**config.mk**
```make
export PLATFORM = sky130hd
export DESIGN_NAME = mole_spawner_flat
export DESIGN_NICKNAME = d
export VERILOG_FILES = /design/src/rtl/mole_spawner_if.sv /design/src/rtl/mole_spawner.sv /design/src/flat_wrapper.sv
export SDC_FILE = /design/constraint.sdc
export NUM_CORES = 1
export LEC_CHECK = 0
export ABC_AREA = 1
export BUFFER_PORTS_ARGS = -buffer_cell sky130_fd_sc_hd__clkbuf_2
export CAP_MARGIN = 40
export CORE_MARGIN = 4
export CORE_UTILIZATION = 36
export CTS_BUF_LIST = sky130_fd_sc_hd__clkbuf_8
export DETAILED_ROUTE_END_ITERATION = 12
export PLACE_DENSITY = 0.49
export SLEW_MARGIN = 20
export SYNTH_ARGS = -nofsm -noshare
export SYNTH_HDL_FRONTEND = slang
export SYNTH_SLANG_ARGS = --single-unit
```
**constraint.sdc**
```tcl
create_clock -name clk -period 2.1 [get_ports clk]
set_clock_uncertainty 0.1 [all_clocks]
set_input_delay 0.42 -clock clk [delete_from_list [all_inputs] [get_ports clk]]
set_output_delay 0.42 -clock clk [all_outputs]
set_load 0.02 [all_outputs]
```
**src/rtl/mole_spawner_if.sv**
```systemverilog
// Control/strobe bundle between the round sequencer and its neighbours
// (button front end drives start/stop, board_state consumes load/loadval).
interface mole_spawner_if;
    logic       start;
    logic       stop;
    logic       load;
    logic [4:0] loadval;
    logic [7:0] round;
    logic       game_active;
    logic       game_over;

    modport master (
        input  start,
        input  stop,
        output load,
        output loadval,
        output round,
        output game_active,
        output game_over
    );

    modport slave (
        output start,
        output stop,
        input  load,
        input  loadval,
        input  round,
        input  game_active,
        input  game_over
    );
endinterface

```
**src/rtl/mole_spawner.sv**
```systemverilog
// Round sequencer: one LFSR mole pattern per round, then a clearing load and game over.
// Optional feature: define MOLE_LIMIT_EN to cap every spawn pattern at two moles.
module mole_spawner #(
    parameter logic [31:0] ROUND_TICKS = 32'd50_000_000,
    parameter int unsigned NUM_ROUNDS  = 30,
    parameter logic [15:0] LFSR_SEED   = 16'hACE1
) (
    input logic            clk,
    input logic            rst_n,
    mole_spawner_if.master bus
);

    // SPAWN and the first WAIT cycle consume two ticks of the round period.
    localparam logic [31:0] TMR_RELOAD = ROUND_TICKS - 32'd2;
    localparam logic [7:0]  LAST_ROUND = 8'(NUM_ROUNDS);
    localparam logic [15:0] LFSR_MASK  = 16'hB400;

    typedef enum logic [2:0] {
        S_IDLE,
        S_SPAWN,
        S_WAIT,
        S_CLEAR,
        S_DONE
    } state_t;

    state_t      state;
    logic [31:0] tmr;
    logic [15:0] lfsr;

    function automatic logic [15:0] lfsr_next(input logic [15:0] cur);
        return (cur >> 1) ^ (cur[0] ? LFSR_MASK : 16'h0000);
    endfunction

    function automatic logic [4:0] limit_moles(input logic [4:0] pat);
`ifdef MOLE_LIMIT_EN
        logic [4:0] first;
        logic [4:0] rest;
        first = pat & (~pat + 5'd1);
        rest  = pat ^ first;
        return first | (rest & (~rest + 5'd1));
`else
        return pat;
`endif
    endfunction

    // An all-zero candidate would be indistinguishable from the clear load.
    function automatic logic [4:0] spawn_pattern(input logic [4:0] raw);
        return limit_moles((raw == 5'd0) ? 5'd1 : raw);
    endfunction

    always_ff @(posedge clk) begin
        if (!rst_n) begin
            state           <= S_IDLE;
            tmr             <= '0;
            lfsr            <= LFSR_SEED;
            bus.load        <= 1'b0;
            bus.loadval     <= '0;
            bus.round       <= '0;
            bus.game_active <= 1'b0;
            bus.game_over   <= 1'b0;
        end else begin
            bus.load    <= 1'b0;
            bus.loadval <= '0;
            case (state)
                S_IDLE, S_DONE: begin
                    if (state == S_DONE) begin
                        bus.game_over   <= 1'b1;
                        bus.game_active <= 1'b0;
                    end
                    if (bus.start && !bus.stop) begin
                        bus.round       <= '0;
                        bus.game_over   <= 1'b0;
                        bus.game_active <= 1'b0;
                        state           <= S_SPAWN;
                    end
                end
                S_SPAWN: begin
                    if (bus.stop) begin
                        state <= S_CLEAR;
                    end else begin
                        bus.load        <= 1'b1;
                        bus.loadval     <= spawn_pattern(lfsr[4:0]);
                        lfsr            <= lfsr_next(lfsr);
                        bus.round       <= bus.round + 8'd1;
                        bus.game_active <= 1'b1;
                        tmr             <= TMR_RELOAD;
                        state           <= S_WAIT;
                    end
                end
                S_WAIT: begin
                    if (bus.stop) begin
                        state <= S_CLEAR;
                    end else if (tmr == 32'd0) begin
                        state <= (bus.round < LAST_ROUND) ? S_SPAWN : S_CLEAR;
                    end else begin
                        tmr <= tmr - 32'd1;
                    end
                end
                S_CLEAR: begin
                    bus.load        <= 1'b1;
                    bus.game_active <= 1'b1;
                    state           <= S_DONE;
                end
                default: state <= S_IDLE;
            endcase
        end
    end

endmodule

```
**src/flat_wrapper.sv**
```systemverilog
// flat-port wrapper written by rule: the top's interface ports become plain ports
module mole_spawner_flat 
#(
    parameter logic [31:0] ROUND_TICKS = 32'd50_000_000,
    parameter int unsigned NUM_ROUNDS  = 30,
    parameter logic [15:0] LFSR_SEED   = 16'hACE1
)
  (clk, rst_n, bus_start, bus_stop, bus_load, bus_loadval, bus_round, bus_game_active, bus_game_over);
  mole_spawner_if bus_i ();
  input logic clk;
  input logic rst_n;
  input wire logic [$bits(bus_i.start)-1:0] bus_start;
  input wire logic [$bits(bus_i.stop)-1:0] bus_stop;
  output wire logic [$bits(bus_i.load)-1:0] bus_load;
  output wire logic [$bits(bus_i.loadval)-1:0] bus_loadval;
  output wire logic [$bits(bus_i.round)-1:0] bus_round;
  output wire logic [$bits(bus_i.game_active)-1:0] bus_game_active;
  output wire logic [$bits(bus_i.game_over)-1:0] bus_game_over;
  assign bus_i.start = bus_start;
  assign bus_i.stop = bus_stop;
  assign bus_load = bus_i.load;
  assign bus_loadval = bus_i.loadval;
  assign bus_round = bus_i.round;
  assign bus_game_active = bus_i.game_active;
  assign bus_game_over = bus_i.game_over;
  mole_spawner #(.ROUND_TICKS(ROUND_TICKS), .NUM_ROUNDS(NUM_ROUNDS), .LFSR_SEED(LFSR_SEED)) u_core (.clk(clk), .rst_n(rst_n), .bus(bus_i));
endmodule
```
Word-level counts from Yosys, hierarchy flattened
Cells that the tools add are included.
{ "totals": {"memories": 0, "ff_bits": 67, "mem_bits_rw": 0, "out_inout_bits": 16, "wordCells": 67, "latchBits": 0, "rom_bits": 0} }
{ "classes": {"add_sub_neg": 2, "shift": 0, "n_eq_ne": 10, "n_mul": 0, "reduce_logical": 18, "bitwise": 4, "n_lt_le_gt_ge": 1, "mux": 23, "div": 0} }
{ "op_table": {"columns": ["op", "n"], "rows": [
  ["two-way mux 32 bit", 3],
  ["case mux 32 bit (2 select lines)", 1],
  ["logical NOT 32 bit", 1],
  ["subtractor 32 x 1 -> 32 bit, second input constant", 1],
  ["two-way mux 16 bit", 1],
  ["two-way mux 8 bit", 2],
  ["case mux 8 bit (2 select lines)", 1],
  ["XOR 15 x 16 -> 16 bit", 1],
  ["case mux 3 bit (4 select lines)", 1],
  ["two-way mux 3 bit", 3],
  ["adder 8 x 1 -> 8 bit, second input constant", 1],
  ["< comparator 8 x 5 -> 1 bit, second input constant", 1],
  ["two-way mux 1 bit", 8],
  ["equality test 3 x 2 -> 1 bit, second input constant", 2],
  ["!= test 2 bit, second input constant", 3],
  ["AND reduction 2 bit", 3],
  ["AND reduction 3 bit", 2],
  ["nonzero test 2 bit", 3],
  ["logical NOT 5 bit", 1],
  ["AND reduction 4 bit", 1],
  ["OR reduction 4 bit", 1],
  ["equality test 3 x 1 -> 1 bit, second input constant", 1],
  ["equality test 3 bit, second input constant", 1],
  ["logical NOT 3 bit", 1],
  ["other kinds (12)", 14]
]} }

Depth between registers and ports, before layout
Gate-level depths: netlist of run 1.
{ "depth": {"ltp_word": 5, "depth_mapped": 12, "mapped_depth_nobuf": 11} }

Worst setup path before layout of run 1
Ideal clock, no wire load.
{ "synth_timing": {"path_type": "register to register", "startpoint": "reg u_core.tmr[0]", "endpoint": "reg u_core.tmr[30]", "arrival_ns": 1.603, "n_path_buf": 1, "setup_slack_ns": 0.265, "path_stages_with_launch": 13, "setup_time_ns": 0.131, "required_ns": 1.869, "period_less_slack_ns": 1.835, "cell_sequence": "dfxtp_1 -> inv_1 -> ha_1 -> nand2_2 -> nor2_8 -> nand2_4 -> nor2_2 -> nor2_4 -> nor2_8 -> buf_6 -> nor2_1 -> nor2_1 -> nor2_1"} }
{ "synth_via": {"elab_chain_cells": 4} }
{ "synth_lines": {"columns": ["element", "line", "source"], "rows": [
  ["start: declaration", "mole_spawner.sv:27", "logic [31:0] tmr;"],
  ["start signal: assignment", "mole_spawner.sv:96", "tmr <= tmr - 32'd1;"],
  ["subtractor 32 x 1 -> 32 bit", "mole_spawner.sv:96", null],
  ["two-way mux 32 bit", "mole_spawner.sv:93", "end else if (tmr == 32'd0) begin"],
  ["two-way mux 32 bit", "mole_spawner.sv:91", "if (bus.stop) begin"],
  ["case mux 32 bit (2 select lines)", "mole_spawner.sv:64", "case (state)"]
]} }
Several ways; a longest one is shown, not always the timed one. The select of a mux whose other input is x is not followed.
A chain may end at the register's enable or synchronous reset.

Worst setup path after layout of run 1
{ "layout_timing": {"startpoint": "reg u_core.tmr[21]", "endpoint": "reg u_core.tmr[27]"} }
The elaborated chain is that of the path after synthesis.

==> results of run 1 <==
-- per-layer routing --
layer  up-vias  global-route usage [%]  share of wire (%)
li1       1761                       -                  -
met1      1490                    21.0                 47
met2        48                    28.8                 49
met3         8                    3.97                3.6
met4         0                    3.93               0.84
met5         -                       0                  0
-- worst max-delay path by stage --
stage	slack [ns]	endpoint	startpoint	cells past startpoint
final	0.18	u_core.tmr[27]	u_core.tmr[21]	11
after global routing	0.04	u_core.tmr[27]	u_core.tmr[16]	11
after CTS	0.18	u_core.tmr[28]	u_core.tmr[16]	11
after detailed placement	0.18	u_core.tmr[28]	u_core.tmr[16]	11
after global placement	0.19	u_core.tmr[29]	u_core.tmr[16]	11
after floorplan	0.27	u_core.tmr[30]	u_core.tmr[0]	12
-- worst reg2reg max path, stage by stage, from the launching register on --
cell     delay (ns)
dfxtp_1        0.37
nor2_1         0.19
nand2_1        0.08
nor2_1         0.18
nand2_1        0.17
nor2_2         0.16
nor2_4         0.10
nor2_8         0.10
buf_12         0.17
nor2_1         0.07
nor2_1         0.08
nor2_1         0.04
-- area by class of cell --
class / count / area (um2) / area share [%]
clock buffers: 9 / 124 / 3.02
clock inverters: 7 / 106 / 2.59
inverters: 63 / 236 / 5.76
multi-input cells: 387 / 1890 / 45.9
flip-flops and latches: 67 / 1340 / 32.7
well taps: 129 / 161 / 3.93
repair buffers: 38 / 250 / 6.10
-- cell families after synthesis --
family / synth area share, %
and+or+nand+nor: 37.3
AOI/OAI and AO/OA: 12.4
buffers and inverters: 8.58
DFF: 38.0
xor gates and xnor gates: 2.98
adders and majority gates: 0.709
-- report_power, final --
group | internal [uW] | switching (uW) | leakage (uW)
clock | 692 | 576 | 0.000117
sequential | 1330 | 58.5 | 0.000543
combinational | 411 | 792 | 0.00118
-- through the flow --
stage / cells / setup slack [ns] / hold slack (ns)
global placement: 684 / 0.187 / 0.348
floorplan: 528 / 0.265 / 0.331
CTS: 700 / 0.178 / 0.342
finish: 700 / 0.185 / 0.357
detailed placement: 684 / 0.179 / 0.356
global route: 700 / 0.0404 / 0.355
-- synth_stat cells, drive strengths merged --
library cell and instances:
nand4 9, nand3 38, clkinv 1, clkbuf 5, a211oi 2, xnor2 6
o22ai 6, o21bai 4, xor2 6, ha 2, a22oi 5, a21oi 34
o21ai 23, nand2 123, nor2 122, nor3 6, dfxtp 67, inv 62
buf 6, or2 1
-- registers in the layout, indices dropped and copies added (netlist names) --
signal	flops
u_core.bus.game_active	1
u_core.tmr	32
u_core.bus.round	8
u_core.bus.game_over	1
u_core.lfsr	16
u_core.state	3
u_core.bus.load	1
u_core.bus.loadval	5
==> flow_summary.toml, run 1 <==
[run_status]
status = "finished clean"

[floorplanning]
fp.dieArea_um2 = 11500
core_area_um2 = 9370
die_h_um = 107
die_x_um = 107
io_pins = 20
row_count = 35
start_util_pct = 37.7

[place]
portBuffers = 19
place_area_um2 = 3870
place.gp.congestion = 0.842
dp_hpwl_um = 6660

[setup_path]
crit_path_top_delay_cell = "dfxtp_1"
crit_path_cell_trace = "nor2_1 > nand2_1 > nor2_1 > nand2_1 > nor2_2 > nor2_4 > nor2_8 > buf_12 > nor2_1 > nor2_1 > nor2_1"
rr_worst_depth = 11
rrSetupSlack_ns = 0.18
cp_data_required_time_ns = 2.24
rr_startpoint = "u_core.tmr[21]"
crit_fanout = 18
r2r-end = "u_core.tmr[27]"
setup.worst_path.class = "register to register"
cp_top_family = "simple AND/OR/NAND/NOR gates"
arrival_ns = 2.05
cp_common_cell = "nor2_1"
crit_buf_inv = 1
cp-start-kind = "register"
cp-end-kind = "register"
slowest_delay_ns = 0.37

[detailed_routing]
avgRoutedWirePerCell_um = 12.9
dr.pass1.iters = 4
routed_wl_um = 9030
first_iter_violations = 102
vias = 3307
via_per_inst = 4.72
ant_nets = 0
drc = 0

[synthesis]
postSynthCellCount = 528
synth_top_area_share_pct = 38.0
synth.net_count = 534
netlist_area_um2 = 3530
ys_warn_count = 0
ys_types = 32
yosys.area.top_type = "dfxtp_1"
synth-seq-area-share_pct = 38.0
avgSynthCellArea_um2 = 6.68
synth-seq-cells = 67
ys_top_cells_by_area = "dfxtp_1 (38%), nor2_1 (12%), nand2_1 (12%), inv_1 (6.4%), nand3_1 (5.4%)"

[hold_path]
min_path_type = "register to register"
whs_endpoint = "u_core.lfsr[9]"
holdPathStages = 2
holdCritStartpoint = "u_core.lfsr[10]"

[global_route]
grt_max_degree = 32
track_usage_pct = 16.7
grt_pass1_vias = 3105
grt_first_pass_wirelength_um = 15100
overflow = 0
grt_antenna_before_repair = 0

[power_and_ir_drop]
vdd_drop_max_mv = 0.495
leakage_uw = 0.00184
p_total_uw = 3860
power_density_nw_per_um2 = 940

[finish]
mostFrequentLayoutCells = "nor2_1 (112), nand2_1 (111), dfxtp_1 (67), inv_1 (60), nand3_1 (38)"
postLayoutCoreUtil_pct = 43.8
drive_gt1_share_pct = 15.2
nets = 572
finalInstanceArea_um2 = 4110
fillers = 1026
antenna_cells = 0
syn2layout_area_growth_pct = 16.3
layout_commonest_cell = "nor2_1"

[timing]
hold_viol = 0
fin_setup_tns_ns = 0
fin_crit_ns = 1.92
fmax_ghz = 0.522
fin_crit_sh_pct = 91.2
rsz0062_at_grt = "false"
tightest_slew_ns = 0.415
setup_violations = 0
maxSlewViolCount = 0
slew-limit-headroom_pct = 72.3

[cts]
htree_levels = 3
clk_pin_slew_worst_paths_ns = 0.09
clock-sinks = 67
cts_tree = "built"
cts_root_buffer = "clkbuf_8"
post_cts_resized = 0
clockBufferDepth = 2
cts_setup_buffers = 0
insertion_delay_ns = 0.35
ctsHoldBuffers = 0
cts_inserted_buffers = 9

[flow_run]
drv_cap = 0
Power figures use the tool's default switching activity.
==> run 2, diff against run 1 <==
Settings changed: CORE_ASPECT_RATIO from default to 0.7, PLACE_DENSITY 0.49 to 0.51, SKIP_CTS_REPAIR_TIMING from default to 1.
Clock period 2.1 ns to 1.7 ns, I/O delays scaled along.
==> run 2 against run 1 <==
- the run now ends with setup timing left
- worst setup slack lost 0.23 ns
- via count rose by 11%
- final cell count increased by 10%
- critical endpoint is now u_core.tmr[2]
==> flow_summary.toml, run 2 (synthesis gave the netlist of run 1 again) <==
[cts]
clockBufferDepth = 2
clk_pin_slew_worst_paths_ns = 0.08
cts_tree = "built"
clock-sinks = 67
htree_levels = 3
insertion_delay_ns = 0.36
cts_root_buffer = "clkbuf_8"
cts_inserted_buffers = 9

[flow_run]
drv_cap = 0

[detailed_routing]
routed_wl_um = 10200
avgRoutedWirePerCell_um = 13.2
top_layer = "met4"
wl_met1_um = 5240
drc = 0
via_per_inst = 4.76
ant_nets = 0
met2_length_um = 4170
dr.pass1.iters = 5
vias = 3677
first_iter_violations = 221
route.met3.wl_um = 649

[finish]
syn2layout_area_growth_pct = 41.9
fillers = 943
layout_commonest_cell = "nand2_1"
largest_register = "u_core.tmr"
drive_gt1_share_pct = 36.6
final_cells = 772
postLayoutCoreUtil_pct = 53.9
seqCellArea_um2 = 1360
antenna_cells = 0
mostFrequentLayoutCells = "nand2_1 (96), buf_4 (84), nor2_1 (78), dfxtp_1 (57), inv_1 (55)"
largest_reg_flops = 32
nets = 649
multiInputGateArea_um2 = 2170
finalInstanceArea_um2 = 5010
reg_top3 = "u_core.tmr: 32 flops, u_core.lfsr: 16 flops, u_core.bus.round: 8 flops"

[floorplanning]
die_x_um = 126
die_h_um = 90.8
core_area_um2 = 9290
io_pins = 20
fp.dieArea_um2 = 11500
start_util_pct = 38.0
row_count = 29

[timing]
fin_crit_sh_pct = 103
fin_crit_ns = 1.74
hold_viol = 0
worst_slack_ns = -0.0442
setup_violations = 17
rsz0062_at_grt = "true"
slew-limit-headroom_pct = 69.9
fmax_ghz = 0.573
tightest_slew_ns = 0.451
maxSlewViolCount = 0

[setup_path]
cp-end-kind = "register"
cp_data_required_time_ns = 1.85
rr_startpoint = "u_core.tmr[12]"
r2r-end = "u_core.tmr[2]"
slowest_delay_ns = 0.37
crit_buf_inv = 2
arrival_ns = 1.89
rr_worst_depth = 10
rrSetupSlack_ns = -0.04
crit_fanout = 4
setup.worst_path.class = "register to register"
cp-start-kind = "register"
crit_path_top_delay_cell = "dfxtp_1"
crit_path_cell_trace = "nor2_2 > nand2_2 > nor2_4 > nand2_4 > o21bai_4 > buf_12 > buf_8 > o21bai_1 > nand3_1 > nand2_1"
cp_top_family = "simple AND/OR/NAND/NOR gates"

[run_status]
status = "finished, violations left"
violations = "setup timing"

[place]
place.gp.congestion = 0.867
post-place-ws_ns = -0.200
portBuffers = 19
dp_cells = 747
place_area_um2 = 4410
dp_hpwl_um = 7280

[power_and_ir_drop]
vdd_drop_max_mv = 0.490
power_density_nw_per_um2 = 1060
p_total_uw = 5310
leakage_uw = 0.00229

[global_route]
overflow = 0
grt_pass1_vias = 3330
grt_first_pass_wirelength_um = 16400
grt_max_degree = 32
grt_antenna_before_repair = 0
track_usage_pct = 17.9

[hold_path]
holdCritStartpoint = "bus_stop"
min_path_type = "primary input to register"
holdPathStages = 3
whs_endpoint = "u_core.state[0]"
## run 2: tightest hold or removal path: stages
cell and delay (ns):
clkbuf_2 0.10, a211oi_1 0.07, nor3_1 0.14
## run 2: worst max path at each step
stage | startpoint | to | slack (ns) | cells past startpoint
floorplan | u_core.tmr[0] | u_core.tmr[30] | -0.02 | 12
global placement | u_core.tmr[20] | u_core.tmr[5] | -0.15 | 8
detailed placement | u_core.tmr[20] | u_core.tmr[14] | -0.20 | 8
CTS | u_core.tmr[20] | u_core.tmr[28] | -0.23 | 9
global route | u_core.tmr[0] | u_core.tmr[9] | -0.12 | 10
finish | u_core.tmr[12] | u_core.tmr[2] | -0.04 | 10
## run 2: layout make-up
class | count | area share [%]
clock buffer | 9 | 2.47
clock inverter | 7 | 1.62
inverter | 63 | 4.92
multi-input combinational | 388 | 43.2
sequential | 67 | 27.1
tap | 124 | 3.10
timing repair buffer | 113 | 17.4
timing repair inverter | 1 | 0.150
## run 2: stage by stage
step / hold slack, ns / TNS [ns]
4_1_cts: 0.228 / -6.15
3_3_place_gp: 0.349 / -3.71
5_1_grt: 0.275 / -2.57
2_1_floorplan: 0.331 / -0.0171
3_5_place_dp: 0.350 / -5.31
6_report: 0.247 / -0.379
## run 2: report_power, final
| part | total (uW) | leakage, uW | switching (uW) | internal [uW] |
|---|---|---|---|---|
| logic | 2190 | 0.00163 | 1240 | 952 |
| registers | 1720 | 0.000548 | 69.1 | 1650 |
| clock network | 1400 | 0.000107 | 702 | 702 |
## run 2: layer usage
layer,vias to the layer above,global-route usage [%]
li1,1923,-
met1,1665,26.6
met2,77,25.3
met3,12,4.96
met4,0,4.29
met5,-,0
==> run 3, diff against run 2 <==
Settings changed: ABC_AREA 1 to 0, CTS_CLUSTER_DIAMETER from default to 120, SETUP_SLACK_MARGIN from default to 0.2.
==> run 3 against run 2 <==
- the run still ends with setup timing left
- fmax shrank 31%
- final cell count fell by 25%
- sequential cell count unchanged
- via count decreased by 15%
- non-clock buffer count rose by 13
- clock power about the same
- critical path type unchanged
- power is 17% lower
==> flow_summary.toml, run 3 <==
[run_status]
status = "finished, violations left"
violations = "setup timing"

[finish]
nets = 477
seqCellArea_um2 = 1360
multiInputGateArea_um2 = 2080
postLayoutCoreUtil_pct = 60.9
largest_reg_flops = 32
largest_register = "u_core.tmr"
mostFrequentLayoutCells = "buf_4 (75), dfxtp_1 (58), a21oi_1 (25), nor2_1 (24), nand2_1 (23)"
fillers = 678
reg_top3 = "u_core.tmr: 32 flops, u_core.lfsr: 16 flops, u_core.bus.round: 8 flops"
antenna_cells = 0
layout_commonest_cell = "buf_4"
finalInstanceArea_um2 = 4910
syn2layout_area_growth_pct = 59.6
drive_gt1_share_pct = 47.3

[global_route]
grt_antenna_before_repair = 0
grt_max_degree = 37
grt_first_pass_wirelength_um = 13600
grt_pass1_vias = 2736
overflow = 0
track_usage_pct = 16.9

[synthesis]
ys_types = 48
synth.most_common_cell = "dfxtp_1"
netlist_area_um2 = 3080
async_reset_ff_share_pct = 0
synthTopCellsByCount = "dfxtp_1 (67), nand2_1 (35), a21oi_1 (32)"
synth-seq-cells = 67
ys_warn_count = 0
synth_top_area_share_pct = 43.6
ys_top_cells_by_area = "dfxtp_1 (44%), a21oi_1 (5.2%), nand2_1 (4.3%), or4_1 (4.1%), nor2_1 (2.9%)"
synth_edf_count = 0
yosys.area.top_type = "dfxtp_1"
postSynthCellCount = 359
synth-seq-area-share_pct = 43.6
synth.net_count = 365
ys.flop_type = "dfxtp_1"
avgSynthCellArea_um2 = 8.57

[setup_path]
setup.worst_path.class = "register to register"
cp-start-kind = "register"
arrival_ns = 2.70
cp-end-kind = "register"
r2r-end = "u_core.tmr[18]"
rrSetupSlack_ns = -0.84
rr_startpoint = "u_core.tmr[0]"
rr_worst_depth = 7
crit_fanout = 4
cp_data_required_time_ns = 1.86

[timing]
slew-limit-headroom_pct = 77.5
hold_viol = 0
worst_slack_ns = -0.838
fin_crit_ns = 2.54
fmax_ghz = 0.394
rsz0062_at_grt = "true"
tightest_slew_ns = 0.338
maxSlewViolCount = 0
setup_violations = 34
fin_crit_sh_pct = 149

[detailed_routing]
avgRoutedWirePerCell_um = 16.8
dr.pass1.iters = 4
routed_wl_um = 9700
met2_length_um = 3960
drc = 0
vias = 3127
wl_met1_um = 5330
top_layer = "met4"
ant_nets = 0
first_iter_violations = 204
route.met3.wl_um = 243
via_per_inst = 5.42

[floorplanning]
fp.dieArea_um2 = 10100
io_pins = 20
die_h_um = 85.4
row_count = 27
start_util_pct = 38.1
die_x_um = 119
core_area_um2 = 8070

[cts]
htree_levels = 3
cts_root_buffer = "clkbuf_8"
clock-sinks = 67
clockBufferDepth = 2
insertion_delay_ns = 0.36
cts_tree = "built"
clk_pin_slew_worst_paths_ns = 0.09
cts_inserted_buffers = 9

[place]
dp_hpwl_um = 5850
portBuffers = 19
place_area_um2 = 3970
place.gp.congestion = 0.819

[power_and_ir_drop]
vdd_drop_max_mv = 0.486
leakage_uw = 0.00202
power_density_nw_per_um2 = 901

[hold_path]
whs_endpoint = "u_core.lfsr[10]"
holdPathStages = 2
min_path_type = "primary input to register"
holdCritStartpoint = "rst_n"

[flow_run]
drv_cap = 0
run 3: through the flow:
stage | setup slack, ns | instances | TNS, ns | total power, uW | hold slack (ns)
after CTS | -0.948 | 552 | -27.18 | 4060 | 0.252
after global placement | -0.923 | 536 | -26.17 | 2630 | 0.343
after global routing | -0.884 | 577 | -25.37 | 4640 | 0.287
after floorplan | -1.03 | 359 | -24.50 | 2270 | 0.332
final | -0.838 | 577 | -22.81 | 4420 | 0.285
after detailed placement | -0.919 | 536 | -26.66 | 2630 | 0.342
run 3: critical path, stage by stage, from the launching register on:
cell,delay (ns)
dfxtp_2,0.34
inv_2,0.07
ha_4,0.13
or4b_4,0.45
or3_4,0.38
or4_4,0.46
nor4_4,0.19
mux2_4,0.32
run 3: routing by layer:
| metal | GRT usage (%) | vias to the layer above |
|---|---|---|
| met1 | 24.7 | 1497 |
| met3 | 4.93 | 18 |
| met5 | 0 | - |
| li1 | - | 1568 |
| met2 | 23.4 | 44 |
| met4 | 5.99 | 0 |
run 3: cell type report:
class                           instances  area share (%)
Clock buffer                            9            2.52
Multi-Input combinational cell        261            42.3
Inverter                                6           0.458
Sequential cell                        67            27.6
Tap cell                              101            2.57
Clock inverter                          7            1.68
Timing Repair Buffer                  126            22.9
run 3: cells by family (layout without fill, tap and decap cells):
logic type / Yosys count / in the layout / share of synthesized area [%]
simple gates: 157 / 157 / 27.6
compound gates: 82 / 82 / 17.9
flops: 67 / 67 / 43.6
buf+inv: 31 / 148 / 4.15
xor+xnor: 16 / 16 / 4.55
mux: 4 / 4 / 1.42
fa+ha+maj: 2 / 2 / 0.813
run 3: power breakdown:
| part | leakage (uW) | internal (uW) | switching [uW] |
|---|---|---|---|
| Combinational | 0.00137 | 648 | 682 |
| Clock | 0.000107 | 703 | 719 |
| Sequential | 0.000548 | 1630 | 44.6 |
| Total | 0.00202 | 2980 | 1450 |
run 3: worst max path at each step:
stage / cells past startpoint / start / to
2_1_floorplan: 9 / u_core.tmr[0] / u_core.tmr[18]
4_1_cts: 7 / u_core.tmr[24] / u_core.tmr[5]
3_5_place_dp: 7 / u_core.tmr[24] / u_core.tmr[5]
3_3_place_gp: 9 / u_core.tmr[0] / u_core.tmr[3]
6_report: 7 / u_core.tmr[0] / u_core.tmr[18]
5_1_grt: 7 / u_core.tmr[24] / u_core.tmr[5]
